### src/rtl/shift_reg_pkg.sv
// Shared encodings for the universal shift register.
// Mode selects and the burst controller states.
package shift_reg_pkg;

  localparam logic [2:0] MODE_HOLD = 3'd0;
  localparam logic [2:0] MODE_LOAD = 3'd1;
  localparam logic [2:0] MODE_SHL  = 3'd2;
  localparam logic [2:0] MODE_SHR  = 3'd3;
  localparam logic [2:0] MODE_ROL  = 3'd4;
  localparam logic [2:0] MODE_ROR  = 3'd5;

  typedef enum logic [1:0] {
    IDLE = 2'd0,
    RUN  = 2'd1,
    DONE = 2'd2
  } state_t;

endpackage

### src/rtl/shift_reg_ctl_if.sv
// Command/status bundle of the universal shift register.
// master issues commands, slave is the register.
interface shift_reg_ctl_if #(
  parameter int WIDTH = 8,
  parameter int CNT_W = 4
);

  logic             en;
  logic             start;
  logic [2:0]       mode;
  logic [CNT_W-1:0] shift_cnt;
  logic [WIDTH-1:0] load_val;
  logic             ser_in;
  logic [WIDTH-1:0] q;
  logic             ser_out;
  logic             busy;
  logic             done;

  modport master (
    output en, start, mode, shift_cnt,
    output load_val, ser_in,
    input  q, ser_out, busy, done
  );

  modport slave (
    input  en, start, mode, shift_cnt,
    input  load_val, ser_in,
    output q, ser_out, busy, done
  );

endinterface

### src/rtl/shift_reg_next.sv
// Next-value logic for one register operation.
// Shared by single-step and burst paths.
module shift_reg_next
  import shift_reg_pkg::*;
#(
  parameter int WIDTH = 8
) (
  input  logic [WIDTH-1:0] q,
  input  logic [2:0]       mode,
  input  logic             ser_in,
  input  logic [WIDTH-1:0] load_val,
  output logic [WIDTH-1:0] next_q,
  output logic             out_bit,
  output logic             out_valid
);

  always_comb begin
    next_q    = q;
    out_bit   = 1'b0;
    out_valid = 1'b0;
    unique case (1'b1)
      (mode == MODE_LOAD): begin
        next_q = load_val;
      end
      (mode == MODE_SHL): begin
        next_q    = {q[WIDTH-2:0], ser_in};
        out_bit   = q[WIDTH-1];
        out_valid = 1'b1;
      end
      (mode == MODE_SHR): begin
        next_q    = {ser_in, q[WIDTH-1:1]};
        out_bit   = q[0];
        out_valid = 1'b1;
      end
      (mode == MODE_ROL): begin
        next_q    = {q[WIDTH-2:0], q[WIDTH-1]};
        out_bit   = q[WIDTH-1];
        out_valid = 1'b1;
      end
      (mode == MODE_ROR): begin
        next_q    = {q[0], q[WIDTH-1:1]};
        out_bit   = q[0];
        out_valid = 1'b1;
      end
      default: begin
        next_q = q;
      end
    endcase
  end

endmodule

### src/rtl/shift_reg_ctl.sv
// Universal register: single-step ops or counted bursts.
// Holds the burst FSM, counter, latched mode and outputs.
module shift_reg_ctl
  import shift_reg_pkg::*;
#(
  parameter int WIDTH = 8,
  parameter int CNT_W = 4
) (
  input logic             clk,
  input logic             reset_n,
  shift_reg_ctl_if.slave  bus
);

  state_t           state, state_n;
  logic [CNT_W-1:0] cnt, cnt_n;
  logic [2:0]       mode_q, mode_n;
  logic [2:0]       op_mode;
  logic             apply;

  logic [WIDTH-1:0] q_r;
  logic             so_r;
  logic             busy_r;
  logic             done_r;

  logic [WIDTH-1:0] next_q;
  logic             out_bit;
  logic             out_valid;

  shift_reg_next #(.WIDTH(WIDTH)) u_next (
    .q         (q_r),
    .mode      (op_mode),
    .ser_in    (bus.ser_in),
    .load_val  (bus.load_val),
    .next_q    (next_q),
    .out_bit   (out_bit),
    .out_valid (out_valid)
  );

  always_comb begin
    state_n = state;
    cnt_n   = cnt;
    mode_n  = mode_q;
    op_mode = bus.mode;
    apply   = 1'b0;
    unique case (state)
      IDLE: begin
        if (bus.start) begin
          mode_n = bus.mode;
          cnt_n  = bus.shift_cnt;
          if (bus.shift_cnt != '0) begin
            state_n = RUN;
          end else begin
            state_n = DONE;
          end
        end else if (bus.en) begin
          apply = 1'b1;
        end
      end
      RUN: begin
        op_mode = mode_q;
        apply   = 1'b1;
        cnt_n   = cnt - CNT_W'(1);
        if (cnt == CNT_W'(1)) begin
          state_n = DONE;
        end
      end
      DONE: begin
        state_n = IDLE;
      end
      default: begin
        state_n = IDLE;
      end
    endcase
  end

  // Status flags are flopped from the next state.
  always_ff @(posedge clk or negedge reset_n) begin
    if (!reset_n) begin
      state  <= IDLE;
      cnt    <= '0;
      mode_q <= MODE_HOLD;
      busy_r <= 1'b0;
      done_r <= 1'b0;
    end else begin
      state  <= state_n;
      cnt    <= cnt_n;
      mode_q <= mode_n;
      busy_r <= (state_n == RUN);
      done_r <= (state_n == DONE);
    end
  end

  always_ff @(posedge clk or negedge reset_n) begin
    if (!reset_n) begin
      q_r  <= '0;
      so_r <= 1'b0;
    end else if (apply) begin
      q_r <= next_q;
      if (out_valid) begin
        so_r <= out_bit;
      end
    end
  end

  assign bus.q       = q_r;
  assign bus.ser_out = so_r;
  assign bus.busy    = busy_r;
  assign bus.done    = done_r;

endmodule

### src/flat_wrapper.sv
// flat-port wrapper written by rule: the top's interface ports become plain ports
module shift_reg_ctl_flat import shift_reg_pkg::*;
#(
  parameter int WIDTH = 8,
  parameter int CNT_W = 4
)
  (clk, reset_n, bus_en, bus_start, bus_mode, bus_shift_cnt, bus_load_val, bus_ser_in, bus_q, bus_ser_out, bus_busy, bus_done);
  shift_reg_ctl_if #(.WIDTH(WIDTH), .CNT_W(CNT_W)) bus_i ();
  input logic clk;
  input logic reset_n;
  input wire logic [$bits(bus_i.en)-1:0] bus_en;
  input wire logic [$bits(bus_i.start)-1:0] bus_start;
  input wire logic [$bits(bus_i.mode)-1:0] bus_mode;
  input wire logic [$bits(bus_i.shift_cnt)-1:0] bus_shift_cnt;
  input wire logic [$bits(bus_i.load_val)-1:0] bus_load_val;
  input wire logic [$bits(bus_i.ser_in)-1:0] bus_ser_in;
  output wire logic [$bits(bus_i.q)-1:0] bus_q;
  output wire logic [$bits(bus_i.ser_out)-1:0] bus_ser_out;
  output wire logic [$bits(bus_i.busy)-1:0] bus_busy;
  output wire logic [$bits(bus_i.done)-1:0] bus_done;
  assign bus_i.en = bus_en;
  assign bus_i.start = bus_start;
  assign bus_i.mode = bus_mode;
  assign bus_i.shift_cnt = bus_shift_cnt;
  assign bus_i.load_val = bus_load_val;
  assign bus_i.ser_in = bus_ser_in;
  assign bus_q = bus_i.q;
  assign bus_ser_out = bus_i.ser_out;
  assign bus_busy = bus_i.busy;
  assign bus_done = bus_i.done;
  shift_reg_ctl #(.WIDTH(WIDTH), .CNT_W(CNT_W)) u_core (.clk(clk), .reset_n(reset_n), .bus(bus_i));
endmodule
### config.mk
export PLATFORM = sky130hd
export DESIGN_NAME = shift_reg_ctl_flat
export DESIGN_NICKNAME = d
export VERILOG_FILES = /design/src/rtl/shift_reg_pkg.sv /design/src/rtl/shift_reg_ctl_if.sv /design/src/rtl/shift_reg_next.sv /design/src/rtl/shift_reg_ctl.sv /design/src/flat_wrapper.sv
export SDC_FILE = /design/constraint.sdc
export NUM_CORES = 1
export LEC_CHECK = 0
export ABC_AREA = 1
export CAP_MARGIN = 30
export CORE_MARGIN = 10
export CORE_UTILIZATION = 54
export DETAILED_ROUTE_END_ITERATION = 10
export GPL_ROUTABILITY_DRIVEN = 0
export PLACE_DENSITY = 0.89
export SETUP_SLACK_MARGIN = 0.02
export SYNTH_ARGS = -nofsm -noshare
export SYNTH_HDL_FRONTEND = slang
export SYNTH_SLANG_ARGS = --single-unit
### constraint.sdc
create_clock -name clk -period 3.7 [get_ports clk]
set_input_delay 0.555 -clock clk [delete_from_list [all_inputs] [get_ports clk]]
set_output_delay 0.555 -clock clk [all_outputs]
set_load 0.02 [all_outputs]
==> impl_metrics.tcl, run 1 <==
set metrics [dict create \
    vias 1228 \
    top_layer "met4" \
    dp_hpwl_um 2360 \
    worst_path_dominant_cell_family "buffers and inverters" \
    grt-ovfl-total 0 \
    required_ns 3.14 \
    crit_type "reg2out" \
    hold_depth 2 \
    worstSkewPairLatency_ns 0.30 \
    grt.total_usage_pct 12.4 \
    area_growth_pct 22.5 \
    cts_buffers 3 \
    layout-drive-gt1-share_pct 14.4 \
    met2_length_um 1430 \
    vias_per_cell 4.99 \
    routedWlPerCell_um 12.2 \
    yosysTopAreaCellShare_pct 35.7 \
    grt_pass1_vias 1217 \
    dp.cells 243 \
    slew_headroom_pct 39.4 \
    critPathMaxStageDelay_ns 0.64 \
    rr_startpoint "u_core.state[0]" \
    synth_area_leaders "dfrtp_1 36%, nand2_1 15%, nand2_4 10%" \
    grt_pass1_wl_um 5280 \
    drtPass1Iterations 4 \
    cts_tree "yes" \
    row_count 18 \
    wl_met1_um 1400 \
    critPathSlowestCell "clkdlybuf4s50_1" \
    min_to "u_core.mode_q[1]" \
    hold_path_class "reg2reg" \
    ir_worst_vdd_uv 628 \
    p_per_area_nw_per_um2 965 \
    antennaDiodeCount 0 \
    num-nets-final 240 \
    ys_types 26 \
    drc 0 \
    crit_path_start_kind "flip-flop" \
    synth_warnings 0 \
    synth-seq-cells 20 \
    wl_met3_um 130 \
    endpoint_kind "output pin" \
    post_synth.cell_area_avg_um2 7.55 \
    final.setup_skew_ns 0.00746 \
    cts-htree-levels 1 \
    syn-cell-area_um2 1400 \
    ff2ff_setup_slack_ns 1.86 \
    crit_chain "clkdlybuf4s50_1" \
    hold_viol 0 \
    core_um2 2480 \
    antenna_found_initial 0 \
    synth.largest_area_cell "dfrtp_1" \
    fmaxAchievable_mhz 516 \
    dieHeight_um 71.0 \
    finalSetupViolations 0 \
    crit_buf_inv 1 \
    layout_commonest_cell "nand2_1" \
    outcome "finished clean" \
    drtAntennaViolNets 0 \
    wirelength_um 3000 \
    grt_max_degree 21 \
    drtIter0Drc 103 \
    final_max_slew_viol_count 0 \
    layout_common_cells "57 x nand2_1, 30 x clkdlybuf4s50_1, 26 x inv_1" \
    cp.arrival_ns 1.38 \
    clk_pin_slew_ns 0.11 \
    rsz0062_at_grt "no" \
    die_area_um2 5040 \
    fin_tns_setup_ns 0 \
    initial_core_util_pct 56.7 \
    synth.yosys.seq_area_share_pct 35.7 \
    hp-start "u_core.mode_q[1]" \
    cts_resized 0 \
    cts_num_sinks 20 \
    r2r_cells 9 \
    cp_max_fo 5 \
    synth_cells 186 \
    syn-num-nets 208 \
    root_buffer "clkbuf_4" \
    clock_path_buffers 2 \
    reg2reg_to "u_core.bus.q[2]" \
    fin_cells 246 \
    numPortBuffers 30 \
    p_leak_nw 0.888 \
    worst_pin_slew_ns 0.906 \
    io_pins 31 \
    dieWidth_um 71.0 \
    cts_hold_buf 0 \
    cts_setup_buffers 0 \
    cap_violations 0 \
    final.period_utilization_pct 52.4 \
    fin_crit_ns 1.94 \
]
## layer usage
layer / global-route usage [%] / up-vias
met4: 5.81 / 0
met1: 15.9 / 563
met2: 19.1 / 16
met5: 0 / -
li1: - / 645
met3: 2.93 / 4
## metrics by stage
step           utilization (%)  power, mW  setup slack (ns)  hold WS (ns)  cell area [µm²]
2_1_floorplan                -       1.33              2.29         0.259             1400
3_3_place_gp              68.5       1.54              1.58         0.507             1700
3_5_place_dp              68.5       1.57              1.51         0.510             1700
4_1_cts                   69.4       1.67              1.75         0.538             1720
5_1_grt                   69.4       1.85              1.62         0.593             1720
6_report                  69.4       1.66              1.76         0.528             1720
## worst max path at each step
| stage | cells past startpoint | startpoint | end | slack [ns] |
|---|---|---|---|---|
| after floorplan | 10 | u_core.state[1] | u_core.bus.q[0] | 2.29 |
| after global routing | 9 | u_core.state[0] | u_core.bus.q[2] | 1.62 |
| after CTS | 1 | u_core.bus.q[0] | bus_q[0] | 1.75 |
| final | 1 | u_core.bus.q[0] | bus_q[0] | 1.76 |
| after global placement | 10 | bus_mode[1] | u_core.bus.q[2] | 1.58 |
| after detailed placement | 10 | bus_mode[1] | u_core.bus.q[5] | 1.51 |
## cells in the mapped netlist
cell,n
ha_1,2
buf_12,1
xnor2_1,1
nand4_1,2
inv_2,1
o22ai_1,1
o221ai_1,2
nand2_1,57
a21oi_1,5
nand3b_1,1
clkbuf_8,1
nand2_2,2
dfrtp_1,20
nor2_2,2
nor3_2,1
a21oi_2,2
inv_1,26
inv_4,1
xor2_1,1
nor2_1,16
nand3_1,13
nand3_2,6
nor4_1,1
nand2_4,13
buf_6,1
o21ai_0,7
## registers in the layout, summed over array words and instances (netlist names)
name / cells
u_core.bus.busy: 1
u_core.bus.done: 1
u_core.bus.q: 8
u_core.bus.ser_out: 1
u_core.cnt: 4
u_core.mode_q: 3
u_core.state: 2
## report_power, final
group | switching [mW] | total [mW] | internal, mW
Clock | 0.0627 | 0.101 | 0.0379
Sequential | 0.0948 | 0.427 | 0.332
Combinational | 0.702 | 1.13 | 0.430
Total | 0.859 | 1.66 | 0.800
## kinds of logic after synthesis
| logic type | after synthesis | share of synthesized area, % |
|---|---|---|
| fa+ha+maj | 2 | 1.78 |
| flops | 20 | 35.7 |
| simple gates | 114 | 43.2 |
| buf+inv | 31 | 10.9 |
| xor+xnor | 2 | 1.25 |
| compound gates | 17 | 7.22 |
## cell type report
cell class                      instances  area, µm²
Clock buffer                            3       22.5
Multi-Input combinational cell        135        751
Sequential cell                        20        500
Timing Repair Buffer                   30        300
Fill cell                             220        758
Inverter                               28        108
Tap cell                               30       37.5
No activity file was read; power rests on OpenSTA's default activity.
==> inputs of run 2 (changes only) <==
Settings changed: CORE_UTILIZATION 54 to 45, PLACE_DENSITY 0.89 to 0.79.
Clock period 3.7 ns to 1.6 ns, I/O delays scaled along.
==> run 2 against run 1 <==
Clock power increased to 4.3 times the previous value. Power grew to 2.8 times the previous value. Clock skew rose by 0.0021 ns. Sequential share of layout area down 3.6 points.
==> impl_metrics.tcl, run 2 (same netlist as run 1, synthesis figures left out) <==
set metrics [dict create \
    outcome "finished clean" \
    final.period_utilization_pct 97.2 \
    wirelength_um 3800 \
    required_ns 1.81 \
    grt_max_degree 21 \
    worst_pin_slew_ns 0.558 \
    area_growth_pct 40.6 \
    reg2reg_to "u_core.bus.q[7]" \
    die_area_um2 5750 \
    grt.total_usage_pct 12.6 \
    crit_type "reg2reg" \
    dp_hpwl_um 2550 \
    layout-drive-gt1-share_pct 24.7 \
    dieWidth_um 75.9 \
    rr_startpoint "u_core.state[1]" \
    io_pins 31 \
    grt-ovfl-total 0 \
    drc 0 \
    p_per_area_nw_per_um2 2380 \
    ir_worst_vdd_uv 1060 \
    drtIter0Drc 91 \
    crit_chain "clkinv_4 > nand2_8 > buf_6 > nand2_4 > nand2_4 > nand3_2 > nand3_4 > buf_6 > nor2_2 > a21oi_2" \
    r2r_cells 10 \
    crit_buf_inv 3 \
    dieHeight_um 75.9 \
    cts_tree "yes" \
    crit_path_start_kind "flip-flop" \
    ff2ff_setup_slack_ns 0.04 \
    hold_viol 0 \
    multiInputGateArea_um2 802 \
    cp.arrival_ns 1.77 \
    cts_num_sinks 20 \
    cap_violations 0 \
    finalSetupViolations 0 \
    grt_pass1_wl_um 5730 \
    critPathSlowestCell "dfrtp_2" \
    hold_path_class "in2async" \
    fmaxAchievable_mhz 643 \
    worstSkewPairLatency_ns 0.32 \
    drtAntennaViolNets 0 \
    routedWlPerCell_um 13.6 \
    row_count 20 \
    endpoint_kind "flip-flop" \
    fin_cells 279 \
    core_um2 3030 \
    layout_commonest_cell "nand2_1" \
    worst_path_dominant_cell_family "simple AND/OR/NAND/NOR gates" \
    slew_headroom_pct 62.4 \
    final_max_slew_viol_count 0 \
    clk_pin_slew_ns 0.13 \
    num-nets-final 258 \
    fillers 241 \
    dp.cells 266 \
    p_leak_nw 1.04 \
    cts_buffers 3 \
    vias_per_cell 4.98 \
    cts-htree-levels 1 \
    drtPass1Iterations 5 \
    root_buffer "clkbuf_4" \
    grt_pass1_vias 1218 \
    cp_max_fo 10 \
    placed_area_um2 1780 \
    critPathMaxStageDelay_ns 0.45 \
    fin_tns_setup_ns 0 \
    post-layout-total-power_mw 4.70 \
    antennaDiodeCount 0 \
    clock_path_buffers 2 \
    largest_reg_flops 8 \
    numPortBuffers 30 \
    final.setup_skew_ns 0.00955 \
    vias 1390 \
    seq_area_um2 503 \
    fin_crit_ns 1.56 \
    cp.depth 10 \
    rsz0062_at_grt "yes" \
    layout_common_cells "54 x nand2_1, 25 x inv_1, 21 x clkdlybuf4s50_1" \
    antenna_found_initial 0 \
    final_cell_area_um2 1970 \
    initial_core_util_pct 46.4 \
]
[run 2: cell types whose count changed in the layout (fill, tap and decap cells not counted), moves of 3 or more]
cell / previous run / this run
buf_4: 0 / 13
clkdlybuf4s50_1: 30 / 21
nand2_1: 57 / 54
dlygate4sd2_1: 0 / 8
buf_6: 0 / 5
[run 2: per-stage QoR]
step                hold slack, ns  setup slack (ns)  util [%]
floorplan                  -0.0556             0.187         -
global placement             0.505           -0.0478      58.8
detailed placement           0.510           -0.0771      58.8
CTS                          0.251            0.0319      60.6
global route                 0.260           -0.0261      65.2
finish                       0.237            0.0440      65.2
[run 2: layout make-up]
type                            count  share of cell area (%)
Clock buffer                        3                    1.14
Inverter                           28                    5.83
Tap cell                           44                    2.79
Clock inverter                      1                    1.52
Sequential cell                    20                    25.5
Timing Repair Buffer               48                    22.6
Multi-Input combinational cell    135                    40.6
[run 2: how the worst max path moves through the flow]
stage / startpoint / endpoint / slack (ns)
3_5_place_dp: bus_mode[1] / u_core.bus.q[7] / -0.08
3_3_place_gp: bus_mode[1] / u_core.bus.q[5] / -0.05
4_1_cts: u_core.state[1] / u_core.bus.q[7] / 0.03
5_1_grt: u_core.state[1] / u_core.bus.q[7] / -0.03
2_1_floorplan: u_core.state[1] / u_core.bus.q[0] / 0.19
6_report: u_core.state[1] / u_core.bus.q[7] / 0.04
[run 2: timing repair]
item                       in CTS  in global routing
gates resized for setup        11                 23
buffers inserted                0                  9
hold buffers                    0                  0
pin swaps                       0                 10
setup endpoints to repair      17                 10
[run 2: worst register-to-register path, stage by stage (launching register included)]
cell	delay [ns]
dfrtp_2	0.45
clkinv_4	0.10
nand2_8	0.09
buf_6	0.14
nand2_4	0.05
nand2_4	0.08
nand3_2	0.09
nand3_4	0.08
buf_6	0.15
nor2_2	0.14
a21oi_2	0.07
[run 2: report_power, final]
| group | total [mW] | internal [mW] | leakage (nW) | switching (mW) |
|---|---|---|---|---|
| sequential | 0.996 | 0.772 | 0.237 | 0.223 |
| clock | 0.430 | 0.254 | 0.0279 | 0.176 |
| combinational | 3.27 | 1.35 | 0.771 | 1.92 |
[run 2: metal layers]
layer / GRT usage, % / vias to the layer above / wire length (µm)
met1: 16.2 / 652 / 1630
met4: 5.57 / 0 / 123
met2: 20.5 / 44 / 1880
met3: 1.56 / 14 / 167
met5: 0 / - / 0
li1: - / 680 / -
